--- src/rtl/pipe_hazard_ctrl.sv ---
// rtl/pipe_hazard_ctrl.sv - 5-stage pipeline hazard, forwarding, flush and memory-wait controller
module pipe_hazard_ctrl #(
    parameter int REG_W       = 4,
    parameter int JMP_FLUSH   = 2,
    parameter int MEM_TIMEOUT = 255,
    parameter int CNT_W       = 16
) (
    input  logic             clk,
    input  logic             rst,
    input  logic [REG_W-1:0] id_src1,
    input  logic [REG_W-1:0] id_src2,
    input  logic             id_use1,
    input  logic             id_use2,
    input  logic [REG_W-1:0] ex_dest,
    input  logic             ex_wreg,
    input  logic             ex_rmem,
    input  logic [REG_W-1:0] mem_dest,
    input  logic             mem_wreg,
    input  logic             mem_rmem,
    input  logic [REG_W-1:0] wb_dest,
    input  logic             wb_wreg,
    input  logic             ex_jmp,
    input  logic             mem_req,
    input  logic             mem_ready,
    output logic             hold_pc,
    output logic             bubble_ex,
    output logic             flush_id,
    output logic             freeze,
    output logic [1:0]       fwd1,
    output logic [1:0]       fwd2,
    output logic             mem_err,
    output logic [CNT_W-1:0] stall_cnt,
    output logic [1:0]       state
);

    typedef enum logic [1:0] {
        RUN      = 2'b00,
        FLUSH    = 2'b01,
        MEM_WAIT = 2'b10
    } state_t;

    localparam logic [2:0] FLUSH_INIT = 3'(JMP_FLUSH - 1);
    localparam logic [7:0] TIMEOUT    = 8'(MEM_TIMEOUT);

    state_t     cur;
    logic [2:0] flush_cnt;
    logic [7:0] wait_cnt;

    logic m_ex1, m_ex2, m_mem1, m_mem2, m_wb1, m_wb2;
    logic load_use, mem_stall, wait_done;

    assign m_ex1  = id_use1 && ex_wreg  && (ex_dest  == id_src1);
    assign m_ex2  = id_use2 && ex_wreg  && (ex_dest  == id_src2);
    assign m_mem1 = id_use1 && mem_wreg && (mem_dest == id_src1);
    assign m_mem2 = id_use2 && mem_wreg && (mem_dest == id_src2);
    assign m_wb1  = id_use1 && wb_wreg  && (wb_dest  == id_src1);
    assign m_wb2  = id_use2 && wb_wreg  && (wb_dest  == id_src2);

    // A load's data only exists after MEM, so a load match can never be forwarded from EX or EX/MEM.
    assign load_use  = (m_ex1 && ex_rmem) || (m_mem1 && mem_rmem) ||
                       (m_ex2 && ex_rmem) || (m_mem2 && mem_rmem);
    assign mem_stall = mem_req && !mem_ready;
    assign wait_done = mem_ready || (wait_cnt == TIMEOUT);
    assign state     = cur;

    function automatic logic [1:0] fwd_sel(input logic mex, input logic mmem, input logic mwb);
        if (mex && !ex_rmem)
            return 2'b01;
        else if (mmem && !mem_rmem)
            return 2'b10;
        else if (mwb)
            return 2'b11;
        else
            return 2'b00;
    endfunction

    always_comb begin
        hold_pc   = 1'b0;
        bubble_ex = 1'b0;
        flush_id  = 1'b0;
        freeze    = 1'b0;
        fwd1      = 2'b00;
        fwd2      = 2'b00;
        if (!rst) begin
            fwd1 = fwd_sel(m_ex1, m_mem1, m_wb1);
            fwd2 = fwd_sel(m_ex2, m_mem2, m_wb2);
            case (cur)
                MEM_WAIT: freeze = !wait_done;
                FLUSH: begin
                    if (mem_stall)
                        freeze = 1'b1;
                    else
                        flush_id = 1'b1;
                end
                default: begin
                    if (mem_stall) begin
                        freeze = 1'b1;
                    end else if (ex_jmp) begin
                        flush_id  = 1'b1;
                        bubble_ex = 1'b1;
                    end else if (load_use) begin
                        hold_pc   = 1'b1;
                        bubble_ex = 1'b1;
                    end
                end
            endcase
        end
    end

    // A flush cycle interrupted by a memory stall is not consumed; flush_cnt survives MEM_WAIT.
    always_ff @(posedge clk) begin
        if (rst) begin
            cur       <= RUN;
            flush_cnt <= 3'd0;
            wait_cnt  <= 8'd0;
            mem_err   <= 1'b0;
            stall_cnt <= '0;
        end else begin
            if ((hold_pc || freeze) && (stall_cnt != '1))
                stall_cnt <= stall_cnt + CNT_W'(1);
            case (cur)
                MEM_WAIT: begin
                    if (wait_done) begin
                        if (!mem_ready)
                            mem_err <= 1'b1;
                        wait_cnt <= 8'd0;
                        cur      <= (flush_cnt != 3'd0) ? FLUSH : RUN;
                    end else begin
                        wait_cnt <= wait_cnt + 8'd1;
                    end
                end
                FLUSH: begin
                    if (mem_stall) begin
                        cur      <= MEM_WAIT;
                        wait_cnt <= 8'd1;
                    end else begin
                        flush_cnt <= flush_cnt - 3'd1;
                        if (flush_cnt == 3'd1)
                            cur <= RUN;
                    end
                end
                default: begin
                    if (mem_stall) begin
                        cur      <= MEM_WAIT;
                        wait_cnt <= 8'd1;
                    end else if (ex_jmp && (JMP_FLUSH > 1)) begin
                        cur       <= FLUSH;
                        flush_cnt <= FLUSH_INIT;
                    end else begin
                        cur <= RUN;
                    end
                end
            endcase
        end
    end

endmodule

--- config.mk ---
export PLATFORM = sky130hd
export DESIGN_NAME = pipe_hazard_ctrl
export DESIGN_NICKNAME = d
export VERILOG_FILES = /design/src/rtl/pipe_hazard_ctrl.sv
export SDC_FILE = /design/constraint.sdc
export NUM_CORES = 1
export LEC_CHECK = 0
export ABC_AREA = 1
export CAP_MARGIN = 40
export CORE_ASPECT_RATIO = 1.4
export CORE_MARGIN = 2
export CORE_UTILIZATION = 46
export CTS_BUF_LIST = sky130_fd_sc_hd__clkbuf_8
export DETAILED_ROUTE_END_ITERATION = 7
export PLACE_DENSITY = 0.79
export SETUP_SLACK_MARGIN = 0.4
export SLEW_MARGIN = 20
export SYNTH_ARGS = -nofsm -noshare
export SYNTH_HDL_FRONTEND = slang
export SYNTH_SLANG_ARGS = --single-unit
--- constraint.sdc ---
create_clock -name clk -period 1.5 [get_ports clk]
set_input_delay 0.3 -clock clk [delete_from_list [all_inputs] [get_ports clk]]
set_output_delay 0.3 -clock clk [all_outputs]
set_load 0.05 [all_outputs]
==> run summary, run 1 <==
PLACEMENT
------------------------------------------------------------------------------
Number of buffer cells added on primary ports ...................           58
Routability cong. ...............................................        0.872
Final HPWL from detailed placement ..............................      6.33 mm
Worst slack at placement ........................................    -0.760 ns
Post-placement cell count .......................................          529

SYNTHESIS
------------------------------------------------------------------------------
Synthesis Warnings ..............................................            0
Multiplexer share of the synthesized area .......................           0%
Fraction of synthesized cell area in xor and xnor cells .........        6.35%
Gate count after technology mapping .............................          347
Part of the Yosys area used for sequential elements .............        25.6%
Netlist area before placement ...................................     2340 µm²
Post-synthesis sequential element count .........................           30
Compound-Gate Fraction of Synth Area ............................        15.5%
Combinational family with the most area after synthesis ......... simple AND/OR/NAND/NOR gates
Mean area per synthesized cell ..................................     6.75 µm²
Adder-Cell Fraction of Synth Area ...............................        3.74%
Simple-gate share of the synthesized area .......................        39.5%
Number of different library cells in the post-synthesis netlist .           43
Total nets after synthesis ......................................          386

CLOCKING
------------------------------------------------------------------------------
Maximum buffer depth of the clock tree ..........................            2
Number of CTS-inserted buffers ..................................            5
CTS HTree Levels ................................................            2
Clock sink count ................................................           30
Root Driver ..................................................... sky130_fd_sc_hd__clkbuf_8

GRT
------------------------------------------------------------------------------
Maximum number of pins on one net before global-route repair ....           19

STA
------------------------------------------------------------------------------
GR repair worst EP ..............................................       freeze
Worst_ep kind ................................................... primary output

STATUS
------------------------------------------------------------------------------
Fail Step ....................................................... global routing (5_1_grt)
Result of the run ............................................... stopped before the end
Tool Error ...................................................... [ERROR DPL-0038] Utilization greater than 100%, impossible to legalize

DIE
------------------------------------------------------------------------------
Number of top-level design ports ................................           59
Effective utilization at floorplan ..............................        48.0%
Die Ht ..........................................................      88.5 µm
Cell row count ..................................................           30
Horizontal die dimension ........................................      64.3 µm

[timing repair]
action,CTS
cloned,2
buffers inserted,16
endpoints found under the setup margin,57
pin swaps,52
resized for setup,207
hold buffers,0
[cell families after synthesis]
kind of cell,Yosys count
buf+inv,51
simple gates,188
fa+ha+maj,7
xor+xnor,17
flops,30
compound gates,54
[cells in the mapped netlist (all sizes together)]
| library cell | count | area (µm²) |
|---|---|---|
| or2 | 1 | 6.26 |
| nand4 | 6 | 43.8 |
| o21a | 1 | 7.51 |
| a221oi | 2 | 17.5 |
| nor2 | 32 | 130 |
| a211oi | 3 | 22.5 |
| nand2 | 97 | 442 |
| o21ai | 7 | 35.0 |
| o211ai | 3 | 22.5 |
| nand3 | 40 | 230 |
| inv | 45 | 169 |
| nor3 | 8 | 45.0 |
| o2111a | 1 | 11.3 |
| and2 | 1 | 6.26 |
| a31o | 1 | 8.76 |
| o21bai | 3 | 22.5 |
| nor4 | 1 | 6.26 |
| ha | 7 | 87.6 |
| o22ai | 2 | 12.5 |
| xor2 | 12 | 105 |
| dfxtp | 30 | 601 |
| buf | 5 | 45.0 |
| a21oi | 29 | 183 |
| a31oi | 1 | 12.5 |
| clkbuf | 1 | 3.75 |
| xnor2 | 5 | 43.8 |
| nand3b | 2 | 15.0 |
| a32oi | 1 | 8.76 |
[through the flow]
step	instance area, µm²	TNS (ns)
CTS	4640	-5.56
detailed placement	4030	-17.99
global placement	4030	-17.26
floorplan	2670	-2.24
==> run 2: changes to the inputs <==
--- a/config.mk
+++ b/config.mk
@@ -7,13 +7,10 @@
 export LEC_CHECK = 0
 export ABC_AREA = 1
 export CAP_MARGIN = 40
-export CORE_ASPECT_RATIO = 1.4
 export CORE_MARGIN = 2
-export CORE_UTILIZATION = 46
-export CTS_BUF_LIST = sky130_fd_sc_hd__clkbuf_8
+export CORE_UTILIZATION = 40
 export DETAILED_ROUTE_END_ITERATION = 7
-export PLACE_DENSITY = 0.79
-export SETUP_SLACK_MARGIN = 0.4
+export PLACE_DENSITY_LB_ADDON = 0.15
 export SLEW_MARGIN = 20
 export SYNTH_ARGS = -nofsm -noshare
 export SYNTH_HDL_FRONTEND = slang
==> constraint.sdc (replaced) <==
create_clock -name clk -period 2 [get_ports clk]
set_input_delay 0.4 -clock clk [delete_from_list [all_inputs] [get_ports clk]]
set_output_delay 0.4 -clock clk [all_outputs]
set_load 0.05 [all_outputs]
==> run 2 against run 1 <==
  * The run now ends clean
  * Synthesized cell count is the same
  * Synthesized area did not move
==> run summary, run 2 <==
GRT
----------------------------------------------------------------------------------
GRT Residual Overflow ...............................................            0
Met2 track demand over resource .....................................        35.9%
Vias in the first global route ......................................         2444
Busiest metal layer after global routing ............................         met2
Met3 Track Usage GR .................................................        3.93%
Grt met1 use ........................................................        24.8%
Maximum number of pins on one net before global-route repair ........           23
Total global-route track usage ......................................        20.4%
Number of antenna violations at the first check in global routing ...            0
Global-route wire length before repair ..............................      10.6 mm

STA
----------------------------------------------------------------------------------
Final setup violation count .........................................            0
Final Hold Violating Endpoints ......................................            0
Crit path time final ................................................      1.94 ns
Part of the cycle the worst path needs ..............................        97.1%
Post-Route Skew .....................................................   0.00964 ns
Pin slew with the least headroom to its limit .......................     0.510 ns
Worst Hold Margin ...................................................     0.461 ns
Number of max-slew violations in the final report ...................            0
Worst rel slew slack ................................................        65.9%
Fmax ................................................................      515 MHz

PLACEMENT
----------------------------------------------------------------------------------
Number of buffer cells added on primary ports .......................           58   unchanged
Post-placement cell count ...........................................          493   -6.8%
Routability cong. ...................................................        0.873   about the same
Final HPWL from detailed placement ..................................      4.64 mm   -27%

SYNTHESIS
----------------------------------------------------------------------------------
Post-synthesis sequential element count .............................           30   unchanged
Gate count after technology mapping .................................          347   unchanged
Multiplexer share of the synthesized area ...........................           0%   unchanged
Number of flops mapped to enable cells by yosys .....................            0   unchanged
Part of the Yosys area used for sequential elements .................        25.6%   unchanged
Adder-Cell Fraction of Synth Area ...................................        3.74%   unchanged
Cell taking the most area after synthesis ........................... sky130_fd_sc_hd__dfxtp_1
Netlist area before placement .......................................     2340 µm²   unchanged
Synthesis Warnings ..................................................            0   unchanged
Yosys top cell area share ...........................................        25.6%   unchanged
Simple-gate share of the synthesized area ...........................        39.5%   unchanged
Mean area per synthesized cell ......................................     6.75 µm²   unchanged
Top cells by instance count after synthesis ......................... sky130_fd_sc_hd__nand2_1, sky130_fd_sc_hd__inv_1, sky130_fd_sc_hd__nand3_1
Count leader, synth ................................................. sky130_fd_sc_hd__nand2_1
Area contributors post-synth ........................................ sky130_fd_sc_hd__dfxtp_1, sky130_fd_sc_hd__nand2_1, sky130_fd_sc_hd__nand3_1, sky130_fd_sc_hd__inv_1, sky130_fd_sc_hd__nor2_1
Combinational family with the most area after synthesis ............. simple AND/OR/NAND/NOR gates
Prevailing post-synth register cell ................................. sky130_fd_sc_hd__dfxtp_1
Post-synthesis async set-or-reset flop share ........................           0%   unchanged
Fraction of synthesized cell area in xor and xnor cells .............        6.35%   unchanged
Total nets after synthesis ..........................................          386   unchanged
Number of different library cells in the post-synthesis netlist .....           43   unchanged
Compound-Gate Fraction of Synth Area ................................        15.5%   unchanged

CLOCKING
----------------------------------------------------------------------------------
Clock sink count ....................................................           30   unchanged
Clock tree from TritonCTS ...........................................          yes
Root Driver ......................................................... sky130_fd_sc_hd__clkbuf_8
Maximum buffer depth of the clock tree ..............................            2   unchanged
Clock transition at the registers of the reported paths .............      0.07 ns
CTS HTree Levels ....................................................            2   unchanged
Number of CTS-inserted buffers ......................................            5   unchanged
Worst skew pair latency .............................................      0.28 ns

FINAL LAYOUT
----------------------------------------------------------------------------------
Signed area change from the synthesized netlist to the final layout .        46.9%
Final instance count without filler cells ...........................          513
Diodes inserted .....................................................            0
Regs by FF count .................................................... stall_cnt (16), wait_cnt (8), flush_cnt (3)
Layout fillers ......................................................          534
Leading cell type in the layout, fill and taps excluded ............. sky130_fd_sc_hd__nand2_1
Utilization after layout ............................................        61.8%
Max FFs per register ................................................           16
Share of final-layout standard cells stronger than drive strength 1 .        38.3%
Total number of nets in the final design ............................          479
Commonest cells after routing, fill and taps aside .................. sky130_fd_sc_hd__nand2_1, sky130_fd_sc_hd__buf_4, sky130_fd_sc_hd__nand3_1, sky130_fd_sc_hd__inv_1, sky130_fd_sc_hd__nor2_1
Most flops, register ................................................    stall_cnt

WORST SETUP PATH
----------------------------------------------------------------------------------
WP data arrival .....................................................      1.54 ns
Category of the worst setup path capture point ......................   output pin
Buffers plus inverters on the worst setup path ......................            1
Reg2Reg Launch Point ................................................ stall_cnt[0]
Crit path max-delay family .......................................... buffers and inverters
Crit-path slowest cell .............................................. sky130_fd_sc_hd__clkdlybuf4s50_1
Largest fanout on the critical path .................................            5
Number of cell instances on the worst register-to-register path .....            7
Slowest Stage Delay on Critical Path ................................      0.85 ns
CP startpoint ....................................................... stall_cnt[3]
Sequence of cells on the critical path .............................. clkdlybuf4s50_1
Worst reg2reg setup slack ...........................................      0.17 ns
RR Endpoint ......................................................... stall_cnt[9]
Critical path start-end classification ..............................   reg -> out
Data required time of the worst path ................................      1.60 ns
Critical Path Start Type ............................................     register

WORST HOLD PATH
----------------------------------------------------------------------------------
Worst hold path stage count .........................................            2
Worst Hold Class ....................................................   reg -> reg
End point of the most critical hold path ............................ flush_cnt[1]
Startpoint of the lowest-slack hold path ............................ flush_cnt[1]

STATUS
----------------------------------------------------------------------------------
Result of the run ................................................... complete, no violations

POWER
----------------------------------------------------------------------------------
Post-layout power ...................................................      1.61 mW
Maximum ir drop on the vdd rail .....................................     0.318 mV
Part of the total power dissipated in the clock network .............        32.5%
Power per cell area .................................................   466 nW/µm²
Leakage power .......................................................      1.50 nW
Combinational group share of total power ............................        28.4%
Seq pwr share .......................................................        39.1%
Proportion of total power due to net switching ......................        32.5%
Power Internal ......................................................      1.08 mW
Net switching component of the power ................................     0.522 mW

ROUTE
----------------------------------------------------------------------------------
Routed length per instance ..........................................      12.3 µm
Routed Antenna Nets .................................................            0
Count of unresolved DRC violations after routing ....................            0
DRC violation total after the first TritonRoute iteration ...........          142
Vias after detailed routing .........................................         2555
Initial DRT Pass Iterations .........................................            4
Drt total wl ........................................................      6.33 mm
Via-to-Cell Ratio ...................................................         4.98

DIE
----------------------------------------------------------------------------------
Number of top-level design ports ....................................           59   unchanged
Effective utilization at floorplan ..................................        42.0%   -6.0 points
Overall die area ....................................................     6490 µm²
Core outline area ...................................................     5570 µm²
Cell row count ......................................................           27   -10%
Horizontal die dimension ............................................      80.5 µm   +25%
Die Ht ..............................................................      80.5 µm   -8.9%

FLOW RUN
----------------------------------------------------------------------------------
Max-cap check violation count .......................................            0

[run 2: cell counts after synthesis]
Identical to the previous run, type by type.
[run 2: kinds of logic (layout without fill, tap and decap cells)]
| group | after synthesis | after routing |
|---|---|---|
| flops | 30 | 30 |
| fa+ha+maj | 7 | 7 |
| buf+inv | 51 | 145 |
| compound gates | 54 | 54 |
| xor+xnor | 17 | 17 |
| simple gates | 188 | 188 |
[run 2: how the worst max path moves through the flow]
stage	slack [ns]	to	cells past startpoint
after floorplan	-0.02	fwd1[1]	5
after global placement	-0.42	fwd1[1]	7
after detailed placement	-0.44	fwd1[1]	7
after CTS	-0.04	freeze	9
after global routing	-0.01	fwd1[1]	7
final	0.06	stall_cnt[3]	1
[run 2: power by group through the flow]
stage / Sequential (mW) / Combinational (mW) / Clock, mW
6_report: 0.628 / 0.455 / 0.522
5_1_grt: 0.629 / 0.501 / 0.561
4_1_cts: 0.627 / 0.435 / 0.535
3_5_place_dp: 0.640 / 0.429 / 0
3_3_place_gp: 0.640 / 0.428 / 0
2_1_floorplan: 0.663 / 0.227 / 0
[run 2: cell type report]
type | count | area, µm² | area share (%)
clock buffers | 6 | 82.6 | 2.40
clock inverters | 2 | 12.5 | 0.363
inverters | 45 | 174 | 5.05
multi-input cells | 266 | 1680 | 48.7
flip-flops and latches | 30 | 611 | 17.7
well taps | 72 | 90.1 | 2.62
repair buffers | 92 | 798 | 23.2
[run 2: stage by stage]
stage	instance area [µm²]	TNS, ns	worst slack (ns)
final	3440	0	0.0571
after floorplan	2370	-0.0230	-0.0230
after CTS	3360	-0.0409	-0.0409
after global routing	3440	-0.00980	-0.00980
after detailed placement	3190	-5.89	-0.445
after global placement	3190	-5.52	-0.424
[run 2: per-layer routing]
metal / part of all wire (%) / wire length [µm]
met3: 3.5 / 220
met2: 51 / 3220
met1: 45 / 2840
met5: 0 / 0
met4: 0.73 / 46
[run 2: worst register-to-register path, stage by stage (launching register included)]
cell and delay, ns:
sky130_fd_sc_hd__dfxtp_2 0.38, sky130_fd_sc_hd__ha_1 0.19, sky130_fd_sc_hd__nand2_1 0.12, sky130_fd_sc_hd__nor3_2 0.33
sky130_fd_sc_hd__nand3_4 0.29, sky130_fd_sc_hd__nand2_8 0.25, sky130_fd_sc_hd__nand2_1 0.07, sky130_fd_sc_hd__a21oi_1 0.13
[run 2: repair_timing]
item / 4_1_cts / 5_1_grt
buffers inserted: 9 / 3
resized for setup: 94 / 51
hold buffers: 0 / 0
pin swaps: 27 / 29
endpoints found under the setup margin: 7 / 8
No activity file was read; power rests on OpenSTA's default activity.
==> run 3: changes to the inputs <==
--- a/config.mk
+++ b/config.mk
@@ -7,8 +7,9 @@
 export LEC_CHECK = 0
 export ABC_AREA = 1
 export CAP_MARGIN = 40
-export CORE_MARGIN = 2
+export CORE_MARGIN = 1
 export CORE_UTILIZATION = 40
+export CTS_CLUSTER_DIAMETER = 150
 export DETAILED_ROUTE_END_ITERATION = 7
 export PLACE_DENSITY_LB_ADDON = 0.15
 export SLEW_MARGIN = 20
==> run 3 against run 2 <==
  * Worst hold slack improved by 0.0051 ns
  * Wire length is 1.6% higher
  * Critical path type is now in -> out
  * Core utilization rose by 0.79 points
  * Critical endpoint is now fwd2[0]
  * Non-clock buffer count stayed put
==> run summary, run 3 (synthesized netlist as in run 2, its figures left out) <==
CLOCKING
----------------------------------------------------------------------------------
Clock tree from TritonCTS ...........................................          yes
CTS HTree Levels ....................................................            2   unchanged
Number of hold-repair buffers added at the cts stage ................            0   unchanged
Number of CTS-inserted buffers ......................................            5   unchanged
Worst skew pair latency .............................................      0.29 ns   about the same
Clock sink count ....................................................           30   unchanged
Maximum buffer depth of the clock tree ..............................            2   unchanged
Clock transition at the registers of the reported paths .............      0.07 ns   about the same
Root Driver ......................................................... sky130_fd_sc_hd__clkbuf_8

GRT
----------------------------------------------------------------------------------
Global-route wire length before repair ..............................      10.8 mm   +2.0%
Maximum number of pins on one net before global-route repair ........           23   unchanged
Number of antenna violations at the first check in global routing ...            0   unchanged
GRT Residual Overflow ...............................................            0   unchanged
Total global-route track usage ......................................        21.8%   +1.5 points
Vias in the first global route ......................................         2518   +3.0%

STA
----------------------------------------------------------------------------------
Final setup violation count .........................................            0   unchanged
Crit path time final ................................................      1.98 ns   +0.0360 ns
Post-Route Skew .....................................................   0.00592 ns   -0.00372 ns
Part of the cycle the worst path needs ..............................        98.9%   +1.8 points
Final Hold Violating Endpoints ......................................            0   unchanged
RSZ-0062 raised after global routing ................................          yes
Number of max-slew violations in the final report ...................            0   unchanged
Pin slew with the least headroom to its limit .......................     0.510 ns   -0.000196 ns
Fmax ................................................................      505 MHz   -1.8%
Slack of the critical path ..........................................    0.0210 ns   -0.0360 ns
Worst rel slew slack ................................................        66.0%   about the same

WORST SETUP PATH
----------------------------------------------------------------------------------
Critical path start-end classification ..............................    in -> out
Critical Path Start Type ............................................    input pin
WP data arrival .....................................................      1.58 ns   +0.04 ns
Data required time of the worst path ................................      1.60 ns   about the same
Largest fanout on the critical path .................................            6   +1
Number of cell instances on the worst register-to-register path .....            7   unchanged
Category of the worst setup path capture point ......................   output pin

FINAL LAYOUT
----------------------------------------------------------------------------------
Most flops, register ................................................    stall_cnt
Leading cell type in the layout, fill and taps excluded ............. sky130_fd_sc_hd__nand2_1
Layout fillers ......................................................          546   +2.2%
Share of final-layout standard cells stronger than drive strength 1 .        37.2%   -1.1 points
Multi-input logic area ..............................................     1690 µm²   +1.1%
Commonest cells after routing, fill and taps aside .................. sky130_fd_sc_hd__nand2_1, sky130_fd_sc_hd__buf_4, sky130_fd_sc_hd__nand3_1, sky130_fd_sc_hd__inv_1
Signed area change from the synthesized netlist to the final layout .        48.8%
Regs by FF count .................................................... stall_cnt (16), wait_cnt (8), flush_cnt (3)
Total number of nets in the final design ............................          479   unchanged
Reg area ............................................................      611 µm²   unchanged
Design Area, Final ..................................................     3490 µm²   +1.3%
Max FFs per register ................................................           16   unchanged
Diodes inserted .....................................................            0   unchanged

POWER
----------------------------------------------------------------------------------
Power per cell area .................................................   493 nW/µm²   +5.8%
Post-layout power ...................................................      1.72 mW   +7.2%
Leakage power .......................................................      1.52 nW   +1.5%
Maximum ir drop on the vdd rail .....................................     0.347 mV   +9.0%

DIE
----------------------------------------------------------------------------------
Core outline area ...................................................     5570 µm²   unchanged
Cell row count ......................................................           27   unchanged
Effective utilization at floorplan ..................................        42.0%   unchanged
Overall die area ....................................................     6170 µm²   -4.9%
Horizontal die dimension ............................................      78.5 µm   -2.5%
Number of top-level design ports ....................................           59   unchanged
Die Ht ..............................................................      78.5 µm   -2.5%

ROUTE
----------------------------------------------------------------------------------
Drt total wl ........................................................      6.43 mm   +1.6%
Routed length per instance ..........................................      12.5 µm   +1.6%
Count of unresolved DRC violations after routing ....................            0   unchanged
Routed Antenna Nets .................................................            0   unchanged
DRC violation total after the first TritonRoute iteration ...........           95   -33%
Initial DRT Pass Iterations .........................................            4   unchanged
Via-to-Cell Ratio ...................................................         5.06   +1.6%
Vias after detailed routing .........................................         2597   +1.6%

WORST HOLD PATH
----------------------------------------------------------------------------------
Worst hold path stage count .........................................            1   -1
Worst Hold Class ....................................................   reg -> reg

FLOW RUN
----------------------------------------------------------------------------------
Max-cap check violation count .......................................            0   unchanged

PLACEMENT
----------------------------------------------------------------------------------
Routability cong. ...................................................        0.884   +1.2%
Worst slack at placement ............................................    -0.413 ns   +0.0322 ns
Final HPWL from detailed placement ..................................      4.66 mm   +0.37%
Placed cell areas ...................................................     3200 µm²   +0.39%
Number of buffer cells added on primary ports .......................           58   unchanged

STATUS
----------------------------------------------------------------------------------
Result of the run ................................................... complete, no violations

-- run 3: cell count changes in the layout (fill, tap and decap cells not counted), moves of 2 or more --
| cell | delta |
|---|---|
| sky130_fd_sc_hd__inv_1 | +3 |
| sky130_fd_sc_hd__clkdlybuf4s50_1 | +2 |
| sky130_fd_sc_hd__buf_2 | +2 |
| sky130_fd_sc_hd__buf_4 | -7 |
| sky130_fd_sc_hd__inv_2 | -2 |
-- run 3: critical path, cell delays in order --
cell and delay [ns]:
sky130_fd_sc_hd__clkbuf_4 0.16, sky130_fd_sc_hd__o22ai_1 0.09, sky130_fd_sc_hd__nor3_1 0.21, sky130_fd_sc_hd__nand4_1 0.17, sky130_fd_sc_hd__o21bai_4 0.21, sky130_fd_sc_hd__a21oi_2 0.18, sky130_fd_sc_hd__buf_12 0.16
-- run 3: area by class of cell --
cell class	count	area share (%)
sequential	30	17.5
timing repair buffer	92	23.3
clock inverter	3	1.15
clock buffer	5	1.97
inverter	45	4.92
multi-input combinational	266	48.6
tap	72	2.58
-- run 3: timing repair --
action / CTS / global route
setup endpoints to repair: 7 / 9
gates cloned: 0 / 0
resized for setup: 85 / 55
setup buffers: 6 / 5
pin swaps: 24 / 27
-- run 3: stage by stage --
step / TNS (ns) / utilization (%) / cells / hold slack (ns)
2_1_floorplan: -0.0230 / - / 347 / 0.444
5_1_grt: -0.115 / 62.6 / 513 / 0.506
3_3_place_gp: -5.12 / 57.5 / 494 / 0.448
4_1_cts: 0 / 60.4 / 508 / 0.467
6_report: 0 / 62.6 / 513 / 0.466
3_5_place_dp: -5.34 / 57.5 / 494 / 0.457
-- run 3: final timing paths --
check	startpoint	end	slack (ns)
setup / recovery	id_src2[1]	fwd2[0]	0.02
hold / removal	mem_err	mem_err	0.47
setup reg to reg	stall_cnt[0]	stall_cnt[11]	0.17
hold reg to reg	mem_err	mem_err	0.47
-- run 3: power breakdown --
| group | internal [mW] | switching, mW |
|---|---|---|
| sequential | 0.614 | 0.0134 |
| combinational | 0.206 | 0.268 |
| clock | 0.367 | 0.252 |
-- run 3: per-layer routing --
| layer | wire, µm | vias up | part of all wire (%) | GRT usage, % |
|---|---|---|---|---|
| met3 | 249 | 14 | 3.9 | 3.60 |
| met1 | 2830 | 1190 | 44 | 25.7 |
| met5 | 0 | - | 0 | 0 |
| li1 | - | 1334 | - | - |
| met4 | 134 | 0 | 2.1 | 8.15 |
| met2 | 3220 | 59 | 50 | 39.1 |
==> run 4: changes to the inputs <==
--- a/config.mk
+++ b/config.mk
@@ -7,6 +7,7 @@
 export LEC_CHECK = 0
 export ABC_AREA = 1
 export CAP_MARGIN = 40
+export CORE_ASPECT_RATIO = 0.9
 export CORE_MARGIN = 1
 export CORE_UTILIZATION = 40
 export CTS_CLUSTER_DIAMETER = 150
==> run 4 against run 3 <==
  * Register-to-register slack worse by 0.03 ns
  * Combinational power is 4% higher
  * Count of clock-buffer cells in the layout is 1 higher
  * Non-clock buffer count is 9 higher
  * Critical path depth stayed put
  * Final cell count is 1.2% higher
  * Critical endpoint is now flush_id
==> run summary, run 4 (synthesized netlist as in run 2, its figures left out) <==
WORST SETUP PATH
----------------------------------------------------------------------------------
Largest fanout on the critical path .................................            4   -2
Slowest Stage Delay on Critical Path ................................      0.49 ns   +0.28 ns
WP data arrival .....................................................      1.56 ns   -0.02 ns
Sequence of cells on the critical path .............................. clkdlybuf4s50_1, inv_2, nand2_2, buf_4, nand3_2, a21oi_4, buf_12
Category of the worst setup path capture point ......................   output pin
Data required time of the worst path ................................      1.60 ns   about the same
Critical Path Start Type ............................................    input pin
Crit-path slowest cell .............................................. sky130_fd_sc_hd__clkdlybuf4s50_1
Critical path start-end classification ..............................    in -> out

STA
----------------------------------------------------------------------------------
Part of the cycle the worst path needs ..............................        97.8%   -1.2 points
Final setup violation count .........................................            0   unchanged
Fmax ................................................................      511 MHz   +1.2%
Crit path time final ................................................      1.96 ns   -0.0236 ns
Post-Route Skew .....................................................   0.00805 ns   +0.00213 ns
RSZ-0062 raised after global routing ................................          yes
Pin slew with the least headroom to its limit .......................     0.506 ns   -0.00403 ns
Final Hold Violating Endpoints ......................................            0   unchanged
Number of max-slew violations in the final report ...................            0   unchanged
Worst Hold Margin ...................................................     0.470 ns   +0.00389 ns
Worst rel slew slack ................................................        66.2%   +0.27 points
Slack of the critical path ..........................................    0.0447 ns   +0.0236 ns

CLOCKING
----------------------------------------------------------------------------------
Number of CTS-inserted buffers ......................................            5   unchanged
Clock transition at the registers of the reported paths .............      0.06 ns   about the same
Clock tree from TritonCTS ...........................................          yes
Root Driver ......................................................... sky130_fd_sc_hd__clkbuf_8
Worst skew pair latency .............................................      0.28 ns   about the same
CTS HTree Levels ....................................................            2   unchanged
Clock sink count ....................................................           30   unchanged
Maximum buffer depth of the clock tree ..............................            2   unchanged

GRT
----------------------------------------------------------------------------------
Met2 track demand over resource .....................................        35.9%   -3.2 points
Grt met1 use ........................................................        29.4%   +3.7 points
Vias in the first global route ......................................         2332   -7.4%
Global-route wire length before repair ..............................      10.5 mm   -3.1%
Number of antenna violations at the first check in global routing ...            0   unchanged
GRT Residual Overflow ...............................................            0   unchanged
Maximum number of pins on one net before global-route repair ........           20   -13%
Total global-route track usage ......................................        21.9%   +0.088 points
Busiest metal layer after global routing ............................         met2
Met3 Track Usage GR .................................................        4.24%   +0.64 points

FINAL LAYOUT
----------------------------------------------------------------------------------
Commonest cells after routing, fill and taps aside .................. sky130_fd_sc_hd__nand2_1, sky130_fd_sc_hd__buf_4, sky130_fd_sc_hd__nand3_1, sky130_fd_sc_hd__inv_1, sky130_fd_sc_hd__nand2_2
Reg area ............................................................      608 µm²   -0.41%
Multi-input logic area ..............................................     1720 µm²   +1.6%
Regs by FF count .................................................... stall_cnt (16), wait_cnt (8), flush_cnt (3)
Signed area change from the synthesized netlist to the final layout .        54.6%
Total number of nets in the final design ............................          488   +1.9%
Share of final-layout standard cells stronger than drive strength 1 .        40.5%   +3.3 points
Max FFs per register ................................................           16   unchanged
Leading cell type in the layout, fill and taps excluded ............. sky130_fd_sc_hd__nand2_1
Most flops, register ................................................    stall_cnt
Diodes inserted .....................................................            0   unchanged
Layout fillers ......................................................          516   -5.5%

ROUTE
----------------------------------------------------------------------------------
Count of unresolved DRC violations after routing ....................            0   unchanged
Routed length per instance ..........................................      12.9 µm   +2.6%
Vias after detailed routing .........................................         2634   +1.4%
Via-to-Cell Ratio ...................................................         5.08   +0.25%
Initial DRT Pass Iterations .........................................            4   unchanged
Routed Antenna Nets .................................................            0   unchanged
DRC violation total after the first TritonRoute iteration ...........           84   -12%
Drt total wl ........................................................      6.68 mm   +3.8%

PLACEMENT
----------------------------------------------------------------------------------
Number of buffer cells added on primary ports .......................           58   unchanged
Final HPWL from detailed placement ..................................      4.92 mm   +5.6%
Routability cong. ...................................................        0.893   +1.1%
Worst slack at placement ............................................    -0.466 ns   -0.0537 ns

DIE
----------------------------------------------------------------------------------
Effective utilization at floorplan ..................................        41.4%   -0.64 points
Number of top-level design ports ....................................           59   unchanged
Cell row count ......................................................           26   -3.7%
Core outline area ...................................................     5660 µm²   +1.5%
Horizontal die dimension ............................................      82.7 µm   +5.3%
Overall die area ....................................................     6170 µm²   about the same
Die Ht ..............................................................      74.6 µm   -5.0%

FLOW RUN
----------------------------------------------------------------------------------
Max-cap check violation count .......................................            0   unchanged

WORST HOLD PATH
----------------------------------------------------------------------------------
Worst Hold Class ....................................................   reg -> reg

POWER
----------------------------------------------------------------------------------
Maximum ir drop on the vdd rail .....................................     0.431 mV   +24%
Leakage power .......................................................      1.63 nW   +7.0%
Power per cell area .................................................   483 nW/µm²   -2.1%

STATUS
----------------------------------------------------------------------------------
Result of the run ................................................... complete, no violations

run 4: cell types whose count changed in the layout (fill, tap and decap cells not counted), moves of 3 or more:
cell / change
sky130_fd_sc_hd__nand2_2: +10
sky130_fd_sc_hd__buf_4: +11
sky130_fd_sc_hd__dlymetal6s2s_1: +3
sky130_fd_sc_hd__nand2_1: -8
sky130_fd_sc_hd__buf_2: -4
sky130_fd_sc_hd__inv_1: -4
sky130_fd_sc_hd__nor2_2: -3
run 4: final timing paths:
kind                     start            end  slack [ns]  depth (start not counted)
setup / recovery     mem_ready       flush_id        0.04                          7
hold / removal    flush_cnt[1]   flush_cnt[1]        0.47                          2
setup reg to reg   wait_cnt[0]  stall_cnt[10]        0.14                         13
hold reg to reg   flush_cnt[1]   flush_cnt[1]        0.47                          2
run 4: worst max-delay path, delay by kind of cell:
kind	cells	cell delay [ns]
buf+inv	4	0.83
simple gates	2	0.15
compound gates	1	0.18
run 4: power by group:
group	switching, mW	leakage [nW]	internal (mW)
Clock	0.229	0.0573	0.398
Combinational	0.279	1.32	0.214
Sequential	0.0138	0.245	0.616
Total	0.521	1.63	1.23
run 4: area by class of cell:
type | instances | area share (%)
Inverter | 45 | 4.94
Clock inverter | 1 | 0.829
Clock buffer | 6 | 2.28
Tap cell | 70 | 2.42
Sequential cell | 30 | 16.8
Multi-Input combinational cell | 266 | 47.5
Timing Repair Buffer | 101 | 25.2
run 4: per-layer routing:
metal | part of all wire, % | wire length (µm) | vias to the layer above
met1 | 47 | 3140 | 1226
met2 | 48 | 3200 | 54
li1 | - | - | 1342
met4 | 1.3 | 85 | 0
met3 | 3.8 | 251 | 12
met5 | 0 | 0 | -
run 4: timing repair:
| action | CTS | global route |
|---|---|---|
| pin swaps | 22 | 38 |
| resized for setup | 88 | 73 |
| endpoints found under the setup margin | 7 | 23 |
| buffers inserted | 8 | 3 |
| hold buffers | 0 | 0 |
run 4: through the flow:
stage / instance area (µm²) / util, % / TNS, ns / instances / power (mW)
finish: 3620 / 64.0 / 0 / 519 / 1.75
global route: 3620 / 64.0 / -0.167 / 519 / 1.84
floorplan: 2370 / - / -0.0230 / 347 / 0.891
global placement: 3270 / 57.8 / -5.49 / 501 / 1.09
detailed placement: 3270 / 57.8 / -6.16 / 501 / 1.09
CTS: 3470 / 61.4 / 0 / 516 / 1.74
